===== src/rtl/exc_ctrl.sv =====
// Exception/interrupt arbiter ahead of CP0: picks one event per MEM instruction,
// drives the CP0 exception/ERET inputs, flushes the pipeline and redirects the PC.
module exc_ctrl #(
  parameter logic [31:0] EXC_ENTRY    = 32'hBFC00380,
  parameter int          FLUSH_CYCLES = 2,
  parameter int          SYNC_STAGES  = 2
) (
  input  logic        clk,
  input  logic        rst,
  input  logic [5:0]  hw_int_raw_i,
  output logic [5:0]  hw_int_o,
  input  logic        m_valid_i,
  input  logic [31:0] m_pc_i,
  input  logic        m_in_ds_i,
  input  logic        m_exc_if_adel_i,
  input  logic        m_exc_ri_i,
  input  logic        m_exc_sys_i,
  input  logic        m_exc_bp_i,
  input  logic        m_exc_ov_i,
  input  logic        m_exc_adel_i,
  input  logic        m_exc_ades_i,
  input  logic [31:0] m_data_addr_i,
  input  logic        m_eret_i,
  input  logic [31:0] status_i,
  input  logic [31:0] cause_i,
  input  logic [31:0] epc_i,
  output logic        exc_valid_o,
  output logic [4:0]  exc_code_o,
  output logic [31:0] exc_pc_o,
  output logic        exc_in_ds_o,
  output logic [31:0] exc_badvaddr_o,
  output logic        eret_o,
  output logic        mem_kill_o,
  output logic        flush_o,
  output logic        redirect_valid_o,
  output logic [31:0] redirect_pc_o
);

  localparam int CNT_W = (FLUSH_CYCLES > 1) ? $clog2(FLUSH_CYCLES) : 1;

  typedef enum logic {IDLE = 1'b0, FLUSH = 1'b1} state_t;

  state_t             state_q, state_d;
  logic [CNT_W-1:0]   cnt_q, cnt_d;
  logic               redirect_valid_q, redirect_valid_d;
  logic [31:0]        redirect_pc_q, redirect_pc_d;
  logic [5:0]         sync_q [SYNC_STAGES];

  logic               int_pend;
  logic               act;
  logic               exc_any;
  logic [4:0]         code;
  logic [31:0]        badvaddr;
  logic               cp0_unused;

  assign cp0_unused = ^{status_i[31:16], status_i[7:2], cause_i[31:16], cause_i[7:0]};

  always_ff @(posedge clk or posedge rst) begin
    if (rst) begin
      for (int i = 0; i < SYNC_STAGES; i++) sync_q[i] <= '0;
    end else begin
      sync_q[0] <= hw_int_raw_i;
      for (int i = 1; i < SYNC_STAGES; i++) sync_q[i] <= sync_q[i-1];
    end
  end

  assign hw_int_o = sync_q[SYNC_STAGES-1];

  assign int_pend = status_i[0] & ~status_i[1] & (|(cause_i[15:8] & status_i[15:8]));
  assign act      = (state_q == IDLE) & m_valid_i;

  // Fixed priority: interrupt first, then the oldest pipeline stage's fault.
  always_comb begin
    exc_any  = 1'b1;
    code     = 5'h00;
    badvaddr = 32'h0;
    if (int_pend) begin
      code = 5'h00;
    end else if (m_exc_if_adel_i) begin
      code     = 5'h04;
      badvaddr = m_pc_i;
    end else if (m_exc_ri_i) begin
      code = 5'h0a;
    end else if (m_exc_sys_i) begin
      code = 5'h08;
    end else if (m_exc_bp_i) begin
      code = 5'h09;
    end else if (m_exc_ov_i) begin
      code = 5'h0c;
    end else if (m_exc_adel_i) begin
      code     = 5'h04;
      badvaddr = m_data_addr_i;
    end else if (m_exc_ades_i) begin
      code     = 5'h05;
      badvaddr = m_data_addr_i;
    end else begin
      exc_any = 1'b0;
    end
  end

  assign exc_valid_o    = act & exc_any;
  assign mem_kill_o     = act & exc_any;
  assign exc_code_o     = exc_valid_o ? code : 5'h00;
  assign exc_badvaddr_o = exc_valid_o ? badvaddr : 32'h0;
  assign exc_pc_o       = exc_valid_o ? m_pc_i : 32'h0;
  assign exc_in_ds_o    = exc_valid_o & m_in_ds_i;
  assign eret_o         = act & m_eret_i & ~exc_any;

  always_comb begin
    state_d          = state_q;
    cnt_d            = cnt_q;
    redirect_valid_d = 1'b0;
    redirect_pc_d    = redirect_pc_q;
    case (state_q)
      IDLE: begin
        if (exc_valid_o || eret_o) begin
          state_d          = FLUSH;
          cnt_d            = CNT_W'(FLUSH_CYCLES - 1);
          redirect_valid_d = 1'b1;
          redirect_pc_d    = exc_valid_o ? EXC_ENTRY : epc_i;
        end
      end
      FLUSH: begin
        if (cnt_q == '0) state_d = IDLE;
        else             cnt_d   = cnt_q - CNT_W'(1);
      end
      default: state_d = IDLE;
    endcase
  end

  always_ff @(posedge clk or posedge rst) begin
    if (rst) begin
      state_q          <= IDLE;
      cnt_q            <= '0;
      redirect_valid_q <= 1'b0;
      redirect_pc_q    <= 32'h0;
    end else begin
      state_q          <= state_d;
      cnt_q            <= cnt_d;
      redirect_valid_q <= redirect_valid_d;
      redirect_pc_q    <= redirect_pc_d;
    end
  end

  assign flush_o          = (state_q == FLUSH);
  assign redirect_valid_o = redirect_valid_q;
  assign redirect_pc_o    = redirect_pc_q;

endmodule


===== config.mk =====
export PLATFORM = sky130hd
export DESIGN_NAME = exc_ctrl
export DESIGN_NICKNAME = d
export VERILOG_FILES = /design/src/rtl/exc_ctrl.sv
export SDC_FILE = /design/constraint.sdc
export NUM_CORES = 1
export LEC_CHECK = 0
export BUFFER_PORTS_ARGS = -buffer_cell sky130_fd_sc_hd__buf_4
export CAP_MARGIN = 15
export CORE_AREA = 2 2 114 116
export DETAILED_ROUTE_END_ITERATION = 6
export DIE_AREA = 0 0 116 118
export GPL_ROUTABILITY_DRIVEN = 0
export REMOVE_ABC_BUFFERS = 1
export SLEW_MARGIN = 15
export SYNTH_ARGS = -nofsm -noshare
export SYNTH_HDL_FRONTEND = slang
export SYNTH_SLANG_ARGS = --single-unit

===== constraint.sdc =====
create_clock -name clk -period 1.66 [get_ports clk]
set_clock_uncertainty 0.2 [all_clocks]
set_input_delay 0.249 -clock clk [delete_from_list [all_inputs] [get_ports clk]]
set_output_delay 0.249 -clock clk [all_outputs]
set_load 0.02 [all_outputs]

Word-level counts from Yosys, hierarchy flattened
Cells that the tools add are included.
{"block": "word_totals", "in_bits": 178, "word_cells": 57, "out_inout_bits": 113, "ff_bits": 47}
{"block": "op_classes", "reduce_logical": 3, "bitwise_logic": 11, "eq_ne": 1, "n_mux": 35, "addsub": 1}
{"cell": "32-bit 2-to-1 mux", "n": 11}
{"cell": "4-bit 2-to-1 mux", "n": 6}
{"cell": "1-bit 2-to-1 mux", "n": 13}
{"cell": "8-bit bitwise AND", "n": 1}
{"cell": "8-bit OR reduction", "n": 1}
{"cell": "1-bit bitwise AND", "n": 7}
{"cell": "3-bit 2-to-1 mux", "n": 2}
{"cell": "5-bit 2-to-1 mux", "n": 1}
{"cell": "1-bit one-hot mux with 2 select lines", "n": 2}
{"cell": "1-bit inverter", "n": 3}
{"cell": "2-bit by 1-bit != test with 1-bit output, second input constant", "n": 1}
{"cell": "2-bit AND reduction", "n": 1}
{"cell": "1-bit logical OR", "n": 1}
{"cell": "1-bit subtractor, second input constant", "n": 1}

Longest topological paths before layout
Gate-level depths: netlist (run 1).
{"block": "depth", "word_depth": 13, "depth_mapped": 7, "depth_no_buf": 6}

Worst setup path after synthesis (run 1)
OpenSTA, ideal clock, no wires.
{"block": "synth_timing", "kind": "reg2out", "startpoint": "register state_q (netlist: flush_o)", "endpoint": "output exc_pc_o[22]", "setup_slack_ps": -578, "arrival_ps": 1789, "stages_incl_launch_ff": 5, "required_ps": 1211, "n_path_buf": 1, "path_cell_list": "dfrtp_1 > nor2b_1 > a21boi_1 > clkbuf_1 > and2_1"}
{"block": "synth_via", "elab_chain_cells": 4}
{"item": "start, declared", "line_no": "43", "source": "state_t state_q, state_d;"}
{"item": "start signal, assigned", "line_no": "138", "source": "state_q <= state_d;"}
{"item": "1-bit inverter (no line)"}
{"item": "1-bit bitwise AND", "line_no": "70", "source": "assign act = (state_q == IDLE) & m_valid_i;"}
{"item": "1-bit bitwise AND", "line_no": "101", "source": "assign exc_valid_o = act & exc_any;"}
{"item": "named net exc_valid_o", "line_no": "27", "source": "output logic exc_valid_o,"}
{"item": "32-bit 2-to-1 mux", "line_no": "105", "source": "assign exc_pc_o = exc_valid_o ? m_pc_i : 32'h0;"}
{"item": "end, declared", "line_no": "29", "source": "output logic [31:0] exc_pc_o,"}
The timed path passes the listed nets, and every way through them passes these cells.

Worst setup path in the final report (run 1)
{"block": "layout_timing", "startpoint": "input status_i[9]", "endpoint": "output exc_pc_o[0]"}
{"block": "layout_via", "elab_chain_cells": 6}
{"item": "start, declared", "line_no": "24", "source": "input logic [31:0] status_i,"}
{"item": "8-bit bitwise AND", "line_no": "69", "source": "assign int_pend = status_i[0] & ~status_i[1] & (|(cause_i[15:8] & status_i[15:8]));"}
{"item": "8-bit OR reduction", "line_no": "69"}
{"item": "1-bit bitwise AND", "line_no": "69"}
{"item": "1-bit 2-to-1 mux", "line_no": "77", "source": "if (int_pend) begin"}
{"item": "1-bit bitwise AND", "line_no": "101"}
{"item": "32-bit 2-to-1 mux", "line_no": "105"}
No other way between the ends.

==> results.md, run 1 <==
- The flow ran to the end, but the final reports show violations.
- The final reports fail on negative setup slack.
- The required arrival time at the worst endpoint is 1.21 ns.
- The time the final worst path needs with I/O delays and setup is 2.01 ns.
- The clock reaches the later pin of the worst-skew pair after 0.28 ns.
- The repair_antennas step left the layout with diodes totalling 0.
- STA classifies the critical path endpoint as an output port.
- The sequential area share after synthesis is 48.9%.
- The analysis attributes to cell leakage a power of 2.79 nW.
- The top cell types in the final layout, fill and taps aside, are 220 x sky130_fd_sc_hd__buf_4, 59 x sky130_fd_sc_hd__buf_6, 47 x sky130_fd_sc_hd__dfrtp_1.
- The type of the worst setup path is in -> out.
- In this run the cell area of the synthesized design comes to 2410 sq um.
- The path category of the worst min-delay check is in -> reg.
- In the final layout, the multi-input gates occupy 1240 sq um.
- The count of H-tree levels built during CTS is 2.
- The filler cells instantiated in the layout total 1146.
- The overflow left after global routing is 0.
- The total buffers and inverters traversed by the critical path is 5.
- Based on the critical path, the design can be clocked at up to 498 MHz.
- The initial utilization of the core area, before any placement, comes to 19.4%.
- The standard-cell row count is 41.
- The total clock buffers created by CTS is 5.
- The area growth from synthesis to layout is 139%.
- After clock tree synthesis, the clock-pin slew on the worst setup and hold paths is 0.06 ns.
- TritonCTS built the clock tree.
- For this design, the sink count on the clock tree is 47.
- Once routing completed, OpenROAD measured the worst setup slack at -0.348 ns.
- For this design the ratio of total power to cell area is 784 nW/um^2.
- Data arrives at the worst endpoint at 1.56 ns.
- In the final layout, the share of cells above drive strength 1 is 63.1%.
- Before antenna repair, the detailed router went through 4 iterations.
- Input and output buffers added on the ports amount to 243.
- For this run, design rule violations remaining after detail routing come to 0.
- After layout, the worst path uses 121% of the clock period.
- The number of max-cap violations is 0.
- The number of synthesized flops with an enable pin is 0.
- The height of the die is 118 microns.
- The number of instances in the synthesized netlist is 243.
- Setup violations remaining at the end of the flow were counted as 105.
- The cell at the root of the clock tree is sky130_fd_sc_hd__clkbuf_16.
- The category of the worst setup path launch point is an input port.
- The number of antenna-violating nets in the routed design is 0.
- The delay of the slowest cell on the worst path is 0.18 ns.
- After routing the design area is 5760 sq um.
- The die area is 13700 sq um.
- The async set-reset flop share out of synthesis is 100%.
- The average size of a mapped cell is 9.91 sq um.
- The floorplan step defined a core boundary enclosing 12400 sq um.
- Along the worst path, the maximum fanout reaches 9.
- The sequential cells in the finished layout cover a total of 1180 sq um.
- Yosys printed 0 warnings.
- The global-route wire length before repair is 17300 microns.
- The depth of the most critical reg-to-reg path is 9.
- The most frequent cell on the critical path is sky130_fd_sc_hd__buf_6.
- The max-slew violation total from the final report is 0.
- The maximum vdd ir drop is 0.620 mV.
- The hold violation count in the final report is 0.
- For this run, the post-layout net count is 730.
- After legalization and detailed placement, the total HPWL measured 8360 microns.
- The register bit total from synthesis is 47.
- The starting DRC count in detailed routing is 154.
- The final routed wire length divided by cell count is 17.1 microns.
- Traced cell by cell, the critical path runs through buf_6 > a22oi_2 > nand2_1 > o21ai_1 > buf_4 > a21boi_4 > buf_6 > buf_16 > and2_4 > buf_6.
- The horizontal extent of the die is 116 microns.
- The final layout contains routed wiring with a total length of 12400 microns.
- The number of logic stages on the critical path including buffering is 10.
- The maximum count of clock buffers along a single path is 2.
- The placement-stage cell area is 4520 sq um.
- The initial antenna violation count was 0.
- Global routing consumed, over all layers together, 16.2% of the routing resources.
- The worst hold slack is 0.00652 ns.
- Setup total negative slack on the finished layout was measured at -26.84 ns.
- Entering global routing, the biggest net connects 48 pins.
- Counting distinct cell types in the post-synthesis netlist gives 29.
- The standard cell with the maximum stage delay on the critical path is sky130_fd_sc_hd__a22oi_2.
- The via density per instance is 4.42.
- The count of cells along the worst hold path is 2.
- The via count of the routed design is 3204.
- Setup repair after global routing could not meet its margin everywhere.
- The top-level port count is 291.
- The most common cell after layout, fill and taps aside is sky130_fd_sc_hd__buf_4.
- The number of global-route vias before repair is 3298.
- In this design, the largest share of critical-path delay is due to buffers and inverters.
- The most used flip-flop cell after synthesis is sky130_fd_sc_hd__dfrtp_1.
layout make-up:
type,count,share of cell area (%)
clock buffer,6,2.24
clock inverter,2,0.304
inverter,4,0.348
multi-input combinational,164,21.5
sequential,47,20.4
tap,172,3.74
timing repair buffer,329,51.3
timing repair inverter,1,0.130
power by group:
group | total, W | leakage, nW | switching [W] | internal [W]
Sequential | 0.00121 | 0.561 | 0.0000211 | 0.00119
Clock | 0.000979 | 0.0710 | 0.000415 | 0.000564
Combinational | 0.00232 | 2.16 | 0.00105 | 0.00127
Total | 0.00451 | 2.79 | 0.00149 | 0.00303
kinds of logic after synthesis:
logic type             count (synthesis)  share of synthesized area [%]
and+or+nand+nor                       87                           19.0
AOI/OAI and AO/OA                     76                           25.1
buffers and inverters                 32                           6.97
DFF                                   47                           48.9
other                                  1                          0.156
layer usage:
metal  GRT usage (%)  routed length (microns)
met5               0                        0
met4            4.54                      245
met3            2.68                      872
met2            31.7                     6800
met1            17.4                     4460
per-stage QoR:
step / setup slack, ns / total power, W / util (%) / cells
after floorplan: -1.34 / 0.00190 / - / 215
after global placement: -0.345 / 0.00278 / 36.4 / 652
after detailed placement: -0.377 / 0.00280 / 36.4 / 652
after CTS: -0.357 / 0.00451 / 45.3 / 721
after global routing: -0.416 / 0.00472 / 46.4 / 725
final: -0.348 / 0.00451 / 46.4 / 725
synth_stat cells, types with 2 or more instances:
| cell | count | area, sq um |
|---|---|---|
| sky130_fd_sc_hd__a21oi_1 | 2 | 10.0 |
| sky130_fd_sc_hd__a22o_1 | 20 | 175 |
| sky130_fd_sc_hd__a22oi_1 | 36 | 270 |
| sky130_fd_sc_hd__and2_1 | 34 | 213 |
| sky130_fd_sc_hd__buf_2 | 8 | 40.0 |
| sky130_fd_sc_hd__buf_4 | 8 | 60.1 |
| sky130_fd_sc_hd__clkbuf_1 | 11 | 41.3 |
| sky130_fd_sc_hd__dfrtp_1 | 47 | 1180 |
| sky130_fd_sc_hd__inv_1 | 2 | 7.51 |
| sky130_fd_sc_hd__inv_2 | 2 | 7.51 |
| sky130_fd_sc_hd__nand2_1 | 4 | 15.0 |
| sky130_fd_sc_hd__nor2_1 | 35 | 131 |
| sky130_fd_sc_hd__nor2b_1 | 3 | 18.8 |
| sky130_fd_sc_hd__nor3_1 | 4 | 20.0 |
| sky130_fd_sc_hd__o22a_1 | 13 | 114 |
timing repair:
action	in CTS	in global routing
pin swaps	24	12
cloned	7	2
setup endpoints to repair	104	106
buffers inserted	22	6
hold endpoints to repair	84	0
hold buffers	38	0
gates resized for setup	98	28
final timing paths:
check	from	to	slack (ns)
max	status_i[9]	exc_pc_o[0]	-0.35
min	epc_i[16]	redirect_pc_o[16]	0.007
max reg2reg	flush_o	redirect_pc_o[3]	-0.19
min reg2reg	sync_q[8]	hw_int_o[2]	0.15
max in group asynchronous	rst	redirect_pc_o[1]	0.68
min in group asynchronous	rst	redirect_pc_o[23]	0.37
flip-flops by register name, indices dropped and copies added (netlist names):
| name | count |
|---|---|
| redirect_pc_o | 32 |
| cnt_q | 1 |
| flush_o | 1 |
| sync_q | 6 |
| hw_int_o | 6 |
| redirect_valid_o | 1 |
Power figures use the tool's default switching activity.
==> inputs of run 2 (changes only) <==
--- a/config.mk
+++ b/config.mk
@@ -11,6 +11,8 @@
 export DETAILED_ROUTE_END_ITERATION = 6
 export DIE_AREA = 0 0 116 118
 export GPL_ROUTABILITY_DRIVEN = 0
+export PLACE_DENSITY = 0.58
+export RECOVER_POWER = 25
 export REMOVE_ABC_BUFFERS = 1
 export SLEW_MARGIN = 15
 export SYNTH_ARGS = -nofsm -noshare
==> run 2 against run 1 <==
  * The flow still finishes with violations (negative setup slack)
  * Hold slack gained 0.048 ns
  * Global-route usage grew 0.17 points
  * Sequential share of layout area grew 0.51 points
  * Largest cell class unchanged
  * Routed wire length grew 1.2%
  * Core utilization is 1.1 points lower
  * Highest routed layer is now met5
  * Cell count fell by 1.4%
  * Critical path type unchanged
  * Die area unchanged
==> results.md, run 2 (synthesis gave the netlist of run 1 again) <==
- The flow ran to the end, but the final reports show violations.
- The final reports fail on negative setup slack.
- The proportion of layout cells with a drive suffix above 1 is 60.1% (-3.0 points).
- The maximum vdd ir drop is 0.627 mV (+1.2%).
- The number of global-route vias before repair is 3118 (-5.5%).
- The initial antenna violation count is 3 (+3).
- The count of endpoints failing setup in the final report was 104 (-0.95%).
- The global-route wire length before repair is 17100 microns (-1.2%).
- The detailed placement HPWL is 9540 microns (+14%).
- TritonCTS built the clock tree.
- The cell sitting at the root of the clock tree is a sky130_fd_sc_hd__clkbuf_16.
- In the layout the commonest cells are 205 x sky130_fd_sc_hd__buf_4, 56 x sky130_fd_sc_hd__buf_6, 47 x sky130_fd_sc_hd__dfrtp_1.
- The via density per instance came to 4.38 (-0.85%).
- The count of H-tree levels built during CTS is 2 (unchanged).
- The number of antenna-violating nets in the routed design is 0 (unchanged).
- The clock network latency to the later pin of the worst-skew pair came to 0.28 ns (about the same).
- The number of placed instances, taps included is 652 (unchanged).
- The overflow left after global routing is 0 (unchanged).
- The required arrival time at the worst endpoint came to 1.21 ns (about the same).
- The hold violation count in the final report is 0 (unchanged).
- The DRC violations left was 0 (unchanged).
- The total clock buffers created by CTS was 5 (unchanged).
- The number of filler instances in the final layout is 1135 (-0.96%).
- The ratio of final minimum period to clock period is 123% (+1.6 points).
- The starting density of the core came to 19.4% (unchanged).
- The number of flip-flops in the largest register is 32 (unchanged).
- The time the final worst path needs with I/O delays and setup came to 2.03 ns (+0.0258 ns).
- The clock sink count is 47 (unchanged).
- The relative max-transition margin is 58.6%.
- The achievable clock frequency is 492 MHz (-1.3%).
- The post-layout instance count excluding filler cells is 715 (-1.4%).
- For the pin with the worst max-slew slack, the measured transition is 0.621 ns.
- The count of input and output buffers was 243 (unchanged).
- The starting DRC count in detailed routing is 104 (-32%).
- The worst-path maximum fanout is 35 (+26).
- The clock-pin slew reported for the worst setup and hold paths after clock tree synthesis is 0.07 ns (about the same).
- The most common cell after layout, fill and taps aside is sky130_fd_sc_hd__buf_4.
- The horizontal extent of the die was 116 microns (unchanged).
- The standard-cell row count is 41 (unchanged).
- The maximum count of clock buffers along a single path is 2 (unchanged).
- The total power density per cell area came to 736 nW/um^2 (-6.1%).
- The signal arrival time at the worst endpoint is 1.58 ns (+0.02 ns).
- The final routed wire length divided by cell count is 17.5 microns (+2.6%).
- The max-slew violation total from the final report came to 0 (unchanged).
- The final worst setup slack was -0.374 ns (-0.0258 ns).
- The total number of nets in the final design is 718 (-1.6%).
- The all-layer global routing usage was 16.4% (+0.17 points).
- The type of the worst setup path is in -> out.
- The routed wire length came to 12500 microns (+1.2%).
- The die area is 13700 sq um (unchanged).
- The number of max-cap violations is 0 (unchanged).
- The first-pass iteration count of the detailed router is 4 (unchanged).
- The via count of the routed design is 3133 (-2.2%).
- The total power is 0.00413 W (-8.4%).
- Setup repair after global routing could not meet its margin everywhere.
- The placeable core region is 12400 sq um (unchanged).
- The area used by sequential logic in the layout is 1180 sq um (unchanged).
- The pin count of the biggest net entering global routing is 48 (unchanged).
- The critical path endpoint category is an output port.
- The static leakage is 2.66 nW (-4.7%).
- The multi-input logic area is 1230 sq um (-0.91%).
- The path category of the worst min-delay check is in -> reg.
- The height of the die was 118 microns (unchanged).
- Relative to the synthesized area, the layout overhead comes to 133%.
- The category of the worst setup path launch point is an input port.
- The top-level port count is 291 (unchanged).
-- run 2: cell count changes in the layout (fill, tap and decap cells not counted), moves of 2 or more --
cell / previous run / this run
sky130_fd_sc_hd__and2_1: 6 / 33
sky130_fd_sc_hd__and2_4: 28 / 1
sky130_fd_sc_hd__buf_16: 3 / 1
sky130_fd_sc_hd__buf_4: 220 / 205
sky130_fd_sc_hd__buf_6: 59 / 56
sky130_fd_sc_hd__clkbuf_4: 0 / 8
sky130_fd_sc_hd__clkinv_4: 2 / 0
sky130_fd_sc_hd__diode_2: 0 / 2
sky130_fd_sc_hd__nor2_1: 32 / 17
sky130_fd_sc_hd__nor2_2: 2 / 15
sky130_fd_sc_hd__nor2_4: 1 / 3
-- run 2: final cells by class --
type	instances	area share, %
timing repair buffer	318	50.4
multi-input combinational	164	21.9
sequential	47	20.9
tap	172	3.83
clock buffer	6	2.29
clock inverter	2	0.290
inverter	4	0.267
antenna	2	0.0891
-- run 2: what timing repair did --
action / in CTS / in global routing
cloned: 1 / 3
gates resized for setup: 50 / 53
pin swaps: 2 / 6
setup buffers: 4 / 6
hold endpoints to repair: 85 / 0
endpoints found under the setup margin: 98 / 105
hold buffers: 39 / 0
-- run 2: critical path, cell delays in order --
cell and delay (ns):
sky130_fd_sc_hd__buf_4 0.11, sky130_fd_sc_hd__a22oi_2 0.18, sky130_fd_sc_hd__nand2_2 0.10, sky130_fd_sc_hd__o21ai_4 0.25
sky130_fd_sc_hd__buf_6 0.15, sky130_fd_sc_hd__a21boi_4 0.06, sky130_fd_sc_hd__buf_12 0.15, sky130_fd_sc_hd__and2_1 0.17
sky130_fd_sc_hd__buf_4 0.15
-- run 2: metal layers --
metal  vias to the layer above  track usage (%)  part of all wire, %
met2                       155             30.5                   54
li1                       1458                -                    -
met5                         -                0                 0.11
met1                      1500             17.7                   35
met4                         2             5.51                  2.6
met3                        18             4.12                  8.0
-- run 2: worst paths after layout --
path,from,endpoint,slack [ns],depth (start not counted)
worst min-delay path,m_valid_i,cnt_q,0.05,3
min in group asynchronous,rst,redirect_pc_o[7],0.54,4
max in group asynchronous,rst,redirect_pc_o[17],0.31,4
worst max register to register,flush_o,redirect_pc_o[4],-0.20,9
worst max-delay path,cause_i[10],exc_pc_o[9],-0.37,9
worst min register to register,sync_q[7],hw_int_o[1],0.15,0
-- run 2: report_power, final --
group | internal, W | leakage, nW | total (W) | switching (W)
logic | 0.000981 | 2.03 | 0.00192 | 0.000943
clock network | 0.000564 | 0.0675 | 0.000991 | 0.000427
registers | 0.00119 | 0.561 | 0.00122 | 0.0000256
-- run 2: stage by stage --
step / TNS [ns] / setup slack [ns] / hold slack (ns) / instance area (sq um) / util, %
2_1_floorplan: -91.19 / -1.34 / 0.0804 / 2250 / -
3_3_place_gp: -38.04 / -0.454 / 0.108 / 4530 / 36.5
3_5_place_dp: -36.69 / -0.432 / 0.114 / 4530 / 36.5
4_1_cts: -23.45 / -0.368 / 0.0384 / 5310 / 42.8
5_1_grt: -34.53 / -0.439 / 0.0814 / 5620 / 45.2
6_report: -27.08 / -0.374 / 0.0541 / 5620 / 45.3
==> inputs of run 3 (changes only) <==
--- a/config.mk
+++ b/config.mk
@@ -7,11 +7,11 @@
 export LEC_CHECK = 0
 export BUFFER_PORTS_ARGS = -buffer_cell sky130_fd_sc_hd__buf_4
 export CAP_MARGIN = 15
-export CORE_AREA = 2 2 114 116
+export CORE_AREA = 2 2 113 115
 export DETAILED_ROUTE_END_ITERATION = 6
-export DIE_AREA = 0 0 116 118
+export DIE_AREA = 0 0 115 117
 export GPL_ROUTABILITY_DRIVEN = 0
-export PLACE_DENSITY = 0.58
+export PLACE_DENSITY = 0.57
 export RECOVER_POWER = 25
 export REMOVE_ABC_BUFFERS = 1
 export SLEW_MARGIN = 15
==> constraint.sdc (replaced) <==
create_clock -name clk -period 2.62 [get_ports clk]
set_clock_uncertainty 0.2 [all_clocks]
set_input_delay 0.393 -clock clk [delete_from_list [all_inputs] [get_ports clk]]
set_output_delay 0.393 -clock clk [all_outputs]
set_load 0.02 [all_outputs]
==> run 3 against run 2 <==
  * The run now ends clean
  * Clock power decreased by 37%
  * Via count fell by 11%
  * Routed wire length down 21%
  * Hold slack got worse by 0.018 ns
  * Count of clock-buffer cells in the layout stayed put
  * Worst setup slack better by 0.49 ns
  * Non-clock buffer count down 65
  * Core utilization is 8.5 points lower
  * Cell count is 12% lower
  * Sequential power decreased by 37%
  * Global-route usage fell by 3.3 points
==> results.md, run 3 (synthesis gave the netlist of run 1 again) <==
- The via density per instance is 4.46 (+1.9%).
- The height of the die was 117 microns (-0.85%).
- The met1 track utilization from global routing was 15.6% (-2.1 points).
- The standard cell with the maximum stage delay on the critical path is sky130_fd_sc_hd__o21ai_2.
- The worst setup path is of the in -> out kind.
- The static leakage was 2.26 nW (-15%).
- The number of antenna-violating nets in the routed design is 0 (unchanged).
- The transition at the pin with the smallest max-transition slack is 1.13 ns (+0.514 ns).
- The delay of the slowest cell on the worst path is 0.24 ns (about the same).
- The flow ran to the end, and the final reports show no timing, DRC or antenna violations.
- The proportion of layout cells with a drive suffix above 1 is 56.3% (-3.8 points).
- The minimum setup slack after placement is -0.238 ns (+0.194 ns).
- The total power density per cell area is 514 nW/um^2 (-30%).
- The total power was 0.00233 W (-44%).
- The final routed wire length divided by cell count was 15.7 microns (-10%).
- The final antenna diode count is 0 (-2).
- The number of hold buffers added after cts is 0 (-100%).
- The number of filler instances in the final layout is 1257 (+11%).
- The all-layer global routing usage is 13.1% (-3.3 points).
- The final worst setup slack was 0.114 ns (+0.488 ns).
- The global-route wire length before repair is 13800 microns (-19%).
- The starting density of the core is 19.6% (+0.16 points).
- The area growth from synthesis to layout is 88.1%.
- The number of max-cap violations came to 0 (unchanged).
- The first-pass iteration count of the detailed router was 4 (unchanged).
- The clock network latency to the later pin of the worst-skew pair came to 0.28 ns (about the same).
- The routing usage on met2 is 23.1% (-7.4 points).
- For the finished layout, the period the worst path requires is 2.51 ns.
- The category of the worst setup path launch point is an input port.
- The hold violation count in the final report is 0 (unchanged).
- The critical path endpoint category is an output port.
- The number of buffers inserted to repair setup after CTS is 0 (-4).
- The cell at the root of the clock tree is sky130_fd_sc_hd__clkbuf_16.
- The maximum count of clock buffers along a single path came to 2 (unchanged).
- The standard-cell row count is 41 (unchanged).
- The fraction of the core area covered by cells at the end of the flow is 36.8% (-8.5 points).
- Setup repair after global routing left no endpoint under its margin.
- The max-slew violation total from the final report is 0 (unchanged).
- The number of global-route vias before repair is 2558 (-18%).
- The required arrival time at the worst endpoint was 2.03 ns (+0.82 ns).
- The gate family responsible for the most delay along the worst path is buffers and inverters.
- The signal arrival time at the worst endpoint is 1.91 ns (+0.33 ns).
- The placeable core region is 12300 sq um (-0.83%).
- The via count of the routed design is 2794 (-11%).
- The overflow left after global routing is 0 (unchanged).
- TritonCTS built the clock tree.
- The clock-pin slew reported for the worst setup and hold paths after clock tree synthesis came to 0.06 ns (about the same).
- The clock sink count was 47 (unchanged).
- Dividing the final minimum period by the clock period gives 95.6%.
- The total buffers and inverters traversed by the critical path is 4 (unchanged).
- The DRC violations left came to 0 (unchanged).
- The global routing stage identified its most utilized layer as met2.
- The die area is 13500 sq um (-1.7%).
- The top-level port count is 291 (unchanged).
- Leaving out fill and tap cells, the most frequent cell in the layout is sky130_fd_sc_hd__buf_4.
- The initial antenna violation count was 0 (-3).
- The routed wire length is 9840 microns (-21%).
- The total clock buffers created by CTS came to 5 (unchanged).
- The count of H-tree levels built during CTS is 2 (unchanged).
- The maximum vdd ir drop is 0.294 mV (-53%).
- The signal on the critical path passes through buf_4 > a22oi_1 > nand2_1 > o21ai_2 > buf_4 > nand3_1 > buf_12 > nor2_1 > buf_4.
- The count of endpoints failing setup in the final report is 0 (-100%).
- The multi-input logic area is 1080 sq um (-12%).
- Among the stages of the critical path, the cell type that occurs most often is sky130_fd_sc_hd__buf_4.
- The relative max-transition margin came to 24.3% (-34 points).
- The area used by sequential logic in the layout is 1180 sq um (unchanged).
- The total number of nets in the final design is 653 (-9.1%).
- The worst-path maximum fanout is 32 (-8.6%).
- Based on the critical path, the design can be clocked at up to 399 MHz.
- The starting DRC count in detailed routing is 124 (+19%).
- In the layout the commonest cells are 243 x sky130_fd_sc_hd__buf_4, 47 x sky130_fd_sc_hd__dfrtp_1, 36 x sky130_fd_sc_hd__a22oi_1.
- The total negative slack is 0 ns (+27.08 ns).
- The path category of the worst min-delay check is in -> reg.
- The pin count of the biggest net entering global routing is 48 (unchanged).
- The number of flip-flops in the largest register is 32 (unchanged).
- The horizontal extent of the die came to 115 microns (-0.86%).
- The count of input and output buffers was 243 (unchanged).
- The global routing usage on met3 is 3.60% (-0.51 points).
- The detailed placement HPWL came to 7920 microns (-17%).
[run 3: cell types whose count changed in the layout (fill, tap and decap cells not counted), moves of 3 or more]
cell / change
sky130_fd_sc_hd__buf_6: -56
sky130_fd_sc_hd__dlygate4sd3_1: -39
sky130_fd_sc_hd__buf_4: +38
sky130_fd_sc_hd__nor2_1: +18
sky130_fd_sc_hd__nor2_2: -15
sky130_fd_sc_hd__a22oi_1: +5
sky130_fd_sc_hd__a22oi_2: -5
sky130_fd_sc_hd__clkbuf_16: -3
sky130_fd_sc_hd__nor2_4: -3
[run 3: worst reg2reg max path: stages (launching register included)]
cell and delay [ns]:
sky130_fd_sc_hd__dfrtp_1 0.42, sky130_fd_sc_hd__nor2b_2 0.15, sky130_fd_sc_hd__buf_4 0.15, sky130_fd_sc_hd__nand4_1 0.15, sky130_fd_sc_hd__inv_2 0.14, sky130_fd_sc_hd__buf_4 0.22, sky130_fd_sc_hd__a22o_1 0.15
[run 3: area by class of cell]
class / instances / area share (%)
Timing Repair Buffer: 253 / 42.4
Inverter: 4 / 0.331
Clock buffer: 6 / 2.85
Multi-Input combinational cell: 164 / 23.9
Sequential cell: 47 / 26.0
Clock inverter: 2 / 0.359
Tap cell: 150 / 4.14
[run 3: what timing repair did]
action                                 CTS  global route
endpoints found under the hold margin    0             0
setup endpoints to repair               36            33
gates resized for setup                  2             1
[run 3: report_power, final]
part / internal (W) / switching, W / total [W]
clock: 0.000357 / 0.000263 / 0.000620
sequential: 0.000756 / 0.0000177 / 0.000774
combinational: 0.000425 / 0.000508 / 0.000933
total: 0.00154 / 0.000788 / 0.00233
[run 3: final timing paths]
kind / to / slack [ns] / cells after the start / from
worst min-delay path: sync_q[8] / 0.04 / 1 / hw_int_raw_i[2]
min in group asynchronous: sync_q[11] / 0.28 / 3 / rst
worst max register to register: redirect_pc_o[18] / 0.98 / 6 / flush_o
max in group asynchronous: redirect_pc_o[5] / 1.25 / 3 / rst
worst max-delay path: exc_badvaddr_o[22] / 0.11 / 9 / cause_i[10]
worst min register to register: hw_int_o[2] / 0.15 / 0 / sync_q[8]
[run 3: stage by stage]
step / cell area (sq um) / hold WS, ns / instances
2_1_floorplan: 2250 / 0.131 / 215
3_3_place_gp: 4370 / 0.132 / 618
3_5_place_dp: 4370 / 0.135 / 618
4_1_cts: 4530 / 0.00624 / 626
5_1_grt: 4530 / 0.0273 / 626
6_report: 4530 / 0.0357 / 626
[run 3: metal layers]
metal / vias up / part of all wire [%] / routed length, microns
li1: 1324 / - / -
met1: 1315 / 38 / 3700
met2: 142 / 51 / 5030
met3: 13 / 9.6 / 944
met4: 0 / 1.6 / 159
met5: - / 0 / 0
